<file path="config.mk">
export PLATFORM = sky130hd
export DESIGN_NAME = tdc_fifo_reader
export DESIGN_NICKNAME = d
export VERILOG_FILES = /design/src/rtl/tdc_fifo_reader.sv
export SDC_FILE = /design/constraint.sdc
export NUM_CORES = 1
export LEC_CHECK = 0
export BUFFER_PORTS_ARGS = -buffer_cell sky130_fd_sc_hd__buf_2
export CELL_PAD_IN_SITES_DETAIL_PLACEMENT = 2
export CELL_PAD_IN_SITES_GLOBAL_PLACEMENT = 2
export CORE_MARGIN = 2
export CORE_UTILIZATION = 41
export CTS_BUF_LIST = sky130_fd_sc_hd__clkbuf_4
export DETAILED_ROUTE_END_ITERATION = 7
export MAX_ROUTING_LAYER = met4
export PLACE_DENSITY_LB_ADDON = 0.1
export SLEW_MARGIN = 20
export SYNTH_ARGS = -nofsm -noshare
export SYNTH_HDL_FRONTEND = slang
export SYNTH_SLANG_ARGS = --single-unit
</file>
<file path="constraint.sdc">
create_clock -name clk -period 5.2 [get_ports clk]
set_input_delay 0.52 -clock clk [delete_from_list [all_inputs] [get_ports clk]]
set_output_delay 0.52 -clock clk [all_outputs]
set_load 0.01 [all_outputs]
</file>
<file path="src/rtl/tdc_fifo_reader.sv">
// TDC FIFO reader: pops one 32-bit measurement word per frame and serialises it
// as a 6-byte frame (header, time1 hi/lo, calib_diff hi/lo, XOR checksum) to a
// byte transmitter. The transmitter busy flag throttles the frame. A guard
// cycle after every strobe lets the block see a late busy rise.
module tdc_fifo_reader (
  input  logic        clk,
  input  logic        rst,
  input  logic        fifo_empty,
  input  logic [31:0] fifo_dout,
  output logic        fifo_rd_en,
  input  logic        tx_busy,
  output logic [7:0]  tx_data,
  output logic        tx_new_data,
  input  logic        pause,
  output logic [15:0] frame_count
);

  localparam logic [7:0] HEADER = 8'hA5;

  typedef enum logic [2:0] {
    IDLE,
    READ,
    LATCH,
    SEND,
    GUARD
  } state_t;

  state_t      state;
  logic [31:0] hold_reg;
  logic [7:0]  chk;
  logic [2:0]  byte_idx;
  logic [7:0]  cur_byte;

  // Select the frame byte addressed by the byte index from the held word
  always_comb begin
    cur_byte = chk;
    case (byte_idx)
      3'd0:    cur_byte = HEADER;
      3'd1:    cur_byte = hold_reg[15:8];
      3'd2:    cur_byte = hold_reg[7:0];
      3'd3:    cur_byte = hold_reg[31:24];
      3'd4:    cur_byte = hold_reg[23:16];
      default: cur_byte = chk;
    endcase
  end

  // Frame sequencer: pop, latch, then send each byte with a guard cycle after it
  always_ff @(posedge clk or negedge rst) begin
    if (!rst) begin
      state       <= IDLE;
      fifo_rd_en  <= 1'b0;
      tx_new_data <= 1'b0;
      tx_data     <= 8'h00;
      frame_count <= 16'h0000;
      byte_idx    <= 3'd0;
      hold_reg    <= 32'h0000_0000;
      chk         <= 8'h00;
    end else begin
      case (state)
        IDLE: begin
          tx_new_data <= 1'b0;
          if (!fifo_empty && !pause) begin
            fifo_rd_en <= 1'b1;
            state      <= READ;
          end else begin
            fifo_rd_en <= 1'b0;
          end
        end
        READ: begin
          fifo_rd_en <= 1'b0;
          state      <= LATCH;
        end
        LATCH: begin
          hold_reg <= fifo_dout;
          chk      <= fifo_dout[31:24] ^ fifo_dout[23:16] ^
                      fifo_dout[15:8]  ^ fifo_dout[7:0];
          byte_idx <= 3'd0;
          state    <= SEND;
        end
        SEND: begin
          if (!tx_busy) begin
            tx_data     <= cur_byte;
            tx_new_data <= 1'b1;
            state       <= GUARD;
          end else begin
            tx_new_data <= 1'b0;
          end
        end
        GUARD: begin
          tx_new_data <= 1'b0;
          if (byte_idx == 3'd5) begin
            frame_count <= frame_count + 16'd1;
            state       <= IDLE;
          end else begin
            byte_idx <= byte_idx + 3'd1;
            state    <= SEND;
          end
        end
        default: begin
          fifo_rd_en  <= 1'b0;
          tx_new_data <= 1'b0;
          state       <= IDLE;
        end
      endcase
    end
  end

endmodule

</file>
==> flow_summary_export.csv, run 1 <==
group,metric,value,unit
synth,syn-instance-count,304,
timing,max_freq,441,MHz
timing,hold_viol,0,
synth,syn_avg_cell_area,11.6,um2
timing,maxSlewViolCount,0,
clocking,cts_buffers,9,
layout,drive_gt1_share,33.3,%
layout,layout_commonest_cell,"dfrtp_1",
floorplanning,die_y,96.9,um
layout,finalInstanceArea,0.00407,mm2
grt,met2_usage,33.7,%
floorplanning,ios,63,
grt,overflow,0,
grt,grt_pass1_vias,2862,
layout,final_cell_mix,"dfrtp_1, buf_2, mux2_2",
synth,ys_async_sr_fraction,100,%
clocking,hold_buffers,0,
timing,timing.slew.headroom,38.2,%
layout,final_net_count,407,
timing,rsz0062_at_grt,"no",
floorplanning,start_util,42.7,%
critical_path,path_class,"reg2reg",
clocking,clk_latency,420,ps
drt,ant_nets,0,
drt,viasPerCell,5.43,
drt,drt-initial-drc-count,82,
synth,ys_ff_latch,72,
grt,met1_usage,27.8,%
drt,num_vias,2572,
critical_path,critical_path.max_fanout,12,
critical_path,reg2reg_depth,6,
critical_path,r2r-end,"tx_data[1]",
drt,post_drt_wl_per_cell,19.0,um
placed_design,place.gp.congestion,0.741,
clocking,cts.reportedPaths.clkPinSlew,130,ps
clocking,root_buffer,"clkbuf_4",
clocking,cts_tree,"done",
floorplanning,dieArea,0.00940,mm2
synth,yosysSeqAreaShare,50.9,%
clocking,clkSinkCount,72,
pwr,ir_drop,203,uV
grt,antenna_found_initial,0,
layout,final_cells,474,
timing,setup_tns,0,ps
critical_path,required,5490,ps
critical_path,r2r_slack,2930,ps
floorplanning,die-width,96.9,um
placed_design,port_buffers,62,
outcome,status,"completed",
drt,first_pass_iters,4,
layout,finalCoreUtilization,49.0,%
hold_path,hold_class,"in2async",
timing,timing.hold.ws,293,ps
clocking,postCtsSetupRepairBufs,0,
synth,synthesis.area,0.00354,mm2
critical_path,cp.arrival,2560,ps
clocking,h-tree-depth,3,
placed_design,dpl.hpwl,6320,um
grt,grt_pass1_wl,15300,um
clocking,cts_max_path_buffers,2,
synth,ys.flop_type,"dfrtp_1",
synth,syn_nets,347,
critical_path,rr_startpoint,"byte_idx[1]",
floorplanning,core_area,0.00830,mm2
timing,skew,20.2,ps
pwr,leakage,1.82,nW
drt,routed_wl,9020,um
placed_design,pre_cts_ws,2930,ps
synth,synth_warnings,0,
floorplanning,placementRows,33,
placed_design,dpl-instance-area,0.00392,mm2
timing,min_period_over_period,43.6,%
grt,grt_max_degree,73,
layout,nFillCells,859,
synth,yosys.cell_types.count,40,
critical_path,crit_path_end_kind,"flop",
timing,finalSetupViolations,0,
timing,layout_setup_ws,2930,ps
synth,synth_edf_count,0,
critical_path,start_kind,"flop",
pwr,power,2.01,mW
layout,largest_reg_flops,32,
layout,syn2layout_area_growth,14.9,%
placed_design,dp_cells,458,
clocking,cts_resized,0,
grt,busiest_layer,"met2",
timing,worst_pin_slew,926,ps
drt,drc_errors,0,
layout,n_antenna_cell,0,
pwr,p_per_area,494,mW/mm2
grt,grt_use_total,20.9,%
timing,period_needed,2270,ps
run,cap_violations,0,
grt,use_met3,2.82,%
-- worst max-delay path, stage by stage, from the launching register on --
cell and delay [ps]:
dfrtp_1 430, inv_1 130, ha_1 410, nor3_1 120, o21bai_1 680, o2111a_1 300, o21ai_0 90
-- report_power, final --
part,total (mW),switching (mW),internal (mW)
clock,0.399,0.208,0.191
sequential,0.941,0.177,0.765
combinational,0.671,0.331,0.341
-- cell families after synthesis --
logic type,share of synthesized area [%]
AND/OR/NAND/NOR,13.1
flip-flops,50.9
AO/OA/AOI/OAI,9.47
XOR/XNOR,10.1
multiplexers,10.8
buffers and inverters,3.50
adder cells (fa/ha/maj),2.12
-- how the worst max path moves through the flow --
stage	start	to	slack [ps]	depth (start not counted)
3_5_place_dp	byte_idx[0]	tx_data[1]	2930	6
4_1_cts	byte_idx[0]	tx_data[1]	2890	6
3_3_place_gp	byte_idx[0]	tx_data[1]	3090	6
2_1_floorplan	byte_idx[0]	tx_data[7]	3490	7
6_report	byte_idx[1]	tx_data[1]	2930	6
5_1_grt	byte_idx[0]	tx_data[1]	2710	6
-- cell type report --
type	count	area [um2]	share of cell area (%)
clock buffers	9	67.6	1.66
clock inverters	7	86.3	2.12
inverters	6	35.0	0.861
multi-input cells	211	1620	39.9
flip-flops and latches	72	1800	44.3
well taps	105	131	3.23
repair buffers	64	325	8.00
-- synthesized netlist by cell type, types with 2 or more instances --
library cell,instances,area [um2]
a22o_1,2,17.5
nand4_1,2,12.5
dfrtp_1,72,1800
o21ai_0,15,75.1
and2_1,2,12.5
mux2_2,34,383
nor3_1,12,60.1
o32ai_1,2,17.5
and3_1,2,12.5
buf_2,8,40.0
nand2_1,26,97.6
inv_1,5,18.8
clkbuf_1,4,15.0
nor2_1,23,86.3
nor4_2,2,25.0
a21oi_1,9,45.0
buf_6,3,33.8
o2111a_1,4,45.0
xor2_1,10,87.6
ha_1,6,75.1
and4_1,2,17.5
nand3_1,2,10.0
xnor2_1,31,272
a22oi_1,10,75.1
-- metal layers --
| layer | up-vias | part of all wire (%) |
|---|---|---|
| met5 | - | 0 |
| met1 | 1327 | 46 |
| li1 | 1186 | - |
| met3 | 13 | 2.3 |
| met2 | 46 | 50 |
| met4 | 0 | 1.7 |
Power figures use the tool's default switching activity.
==> run 2: changes to the inputs <==
ABC_AREA = 1   (was unset)
CORE_UTILIZATION = 30   (was 41)
clock period = 2 ns   (was 5.2 ns; I/O delays follow)
==> flow_summary_export.csv, run 2 <==
group,metric,value,unit
floorplanning,die-width,115,um
floorplanning,dieArea,0.0133,mm2
drt,first_pass_iters,4,
clocking,h-tree-depth,3,
layout,drive_gt1_share,18.9,%
pwr,p_per_area,1140,mW/mm2
critical_path,critical_path.max_fanout,12,
outcome,status,"completed",
layout,final_net_count,615,
drt,ant_nets,0,
timing,max_freq,590,MHz
drt,post_drt_wl_per_cell,14.6,um
floorplanning,placementRows,40,
layout,largest_reg_flops,32,
grt,grt_max_degree,56,
clocking,clk_latency,440,ps
critical_path,required,2350,ps
synth,ys_async_sr_fraction,100,%
critical_path,cp.arrival,2050,ps
drt,drt-initial-drc-count,105,
critical_path,crit_path_end_kind,"flop",
layout,syn2layout_area_growth,26.2,%
clocking,cts_max_path_buffers,2,
critical_path,crit_buf_inv,2,
critical_path,cp_top_family,"simple AND/OR/NAND/NOR gates",
timing,min_period_over_period,84.8,%
synth,ys.flop_type,"dfrtp_1",
layout,final_cell_mix,"nand2_1, dfrtp_1, buf_2",
grt,grt_use_total,18.8,%
timing,setup_tns,0,ps
grt,antenna_found_initial,0,
drt,viasPerCell,4.52,
clocking,clkSinkCount,72,
hold_path,hold_class,"in2reg",
timing,maxSlewViolCount,0,
placed_design,place.gp.congestion,0.762,
timing,rsz0062_at_grt,"no",
timing,period_needed,1700,ps
synth,syn_avg_cell_area,7.91,um2
timing,hold_viol,0,
synth,yosysSeqAreaShare,48.4,%
clocking,cts_tree,"done",
synth,synth_edf_count,0,
critical_path,cpPeakStageDelay,460,ps
synth,synth_warnings,0,
floorplanning,core_area,0.0121,mm2
synth,syn-instance-count,471,
placed_design,port_buffers,62,
drt,num_vias,3365,
drt,drc_errors,0,
timing,worst_pin_slew,460,ps
layout,n_antenna_cell,0,
timing,finalSetupViolations,0,
drt,routed_wl,10900,um
pwr,ir_drop,427,uV
layout,finalCoreUtilization,39.0,%
clocking,cts.reportedPaths.clkPinSlew,120,ps
critical_path,start_kind,"flop",
run,cap_violations,0,
synth,yosysMostFrequentCell,"nand2_1",
synth,syn_nets,514,
synth,netlist.area_leader.share,48.4,%
synth,ys_ff_latch,72,
floorplanning,start_util,30.9,%
floorplanning,die_y,115,um
layout,nFillCells,1395,
clocking,cts_buffers,9,
critical_path,cp_cell_sequence,"ha_1 > inv_1 > nor2_4 > nor2_2 > nand2_4 > o21ai_0 > inv_1 > nand2_1 > nand2_1",
synth,ys_top_cells_by_area,"dfrtp_1, nand2_1, xor2_1",
synth,netlist_top_cells_count,"nand2_1, dfrtp_1, inv_1, nand3_1, nor2_1",
timing,skew,15.3,ps
floorplanning,ios,63,
synth,yosys.cell_types.count,30,
synth,synthesis.area,0.00372,mm2
timing,timing.slew.headroom,69.3,%
placed_design,dpl.hpwl,8060,um
grt,overflow,0,
grt,grt_pass1_wl,18700,um
grt,grt_pass1_vias,3650,
critical_path,path_class,"reg2reg",
critical_path,slowest_stage,"dfrtp_1",
clocking,root_buffer,"clkbuf_4",
layout,layout_commonest_cell,"nand2_1",
synth,synth_area_leader_cell,"dfrtp_1",
pwr,leakage,2.53,nW
==> run 2: cell types whose count changed in the layout (fill, tap and decap cells not counted), moves of 7 or more <==
cell and delta:
or2_2 +8, nand3_1 +24, dlygate4sd3_1 +34, xnor2_1 -25
mux2_2 -34, clkinv_1 +7, a22oi_1 -10, xor2_1 +9
nor3_1 -11, inv_1 +21, nand2_1 +197
==> run 2: path summary, 6_finish.rpt <==
path / endpoint / start / slack, ps / cells past startpoint
max in group asynchronous: byte_idx[2] / rst / 1110 / 3
hold reg to reg: hold_reg[0] / hold_reg[0] / 490 / 2
hold / removal: state[0] / pause / 90 / 4
setup reg to reg: tx_data[7] / byte_idx[0] / 300 / 9
setup / recovery: tx_data[7] / byte_idx[0] / 300 / 9
min in group asynchronous: frame_count[6] / rst / 230 / 2
==> run 2: worst min-delay path: stages <==
cell,delay [ps]
buf_2,80
nor2_1,40
nor2_1,120
o21ai_1,80
==> run 2: logic make-up (layout without fill, tap and decap cells) <==
group           Yosys count  after routing  share of synthesized area (%)
xor+xnor                 25             25                           5.88
compound gates           21             21                           3.33
fa+ha+maj                 6              6                           2.02
flops                    72             72                           48.4
buf+inv                  46            152                           5.31
simple gates            301            301                           35.1
==> run 2: what timing repair did <==
item / CTS / global route
hold buffers: 34 / 0
hold endpoints to repair: 50 / 0
endpoints found under the setup margin: 0 / 1
buffers inserted: 0 / 0
resized for setup: 0 / 1
==> run 2: per-stage QoR <==
stage	area (um2)	hold slack (ps)	total power, mW	setup WS, ps	std cells
after detailed placement	4230	183	4.47	240	695
after floorplan	3720	-95.6	3.74	531	471
after global placement	4230	186	4.39	318	695
final	4700	92.2	5.35	304	745
after CTS	4690	61.8	5.46	206	745
after global routing	4700	62.8	5.90	99.2	745
==> run 2: power by group <==
group	total (mW)	internal (mW)	switching (mW)
clock	0.903	0.377	0.525
sequential	2.40	2.01	0.389
combinational	2.06	0.724	1.33
==> run 2: cell type report <==
type | instances | area [um2] | share of cell area (%)
Clock buffer | 10 | 75.1 | 1.60
Tap cell | 168 | 210 | 4.47
Inverter | 35 | 131 | 2.80
Sequential cell | 72 | 1800 | 38.3
Timing Repair Buffer | 101 | 701 | 14.9
Multi-Input combinational cell | 353 | 1730 | 36.8
Clock inverter | 6 | 50.0 | 1.06
==> run 2: routing by layer <==
metal / track usage (%) / part of all wire, %
met1: 23.8 / 47
met2: 30.1 / 49
met3: 5.33 / 3.4
met4: 3.86 / 0.80
met5: - / 0
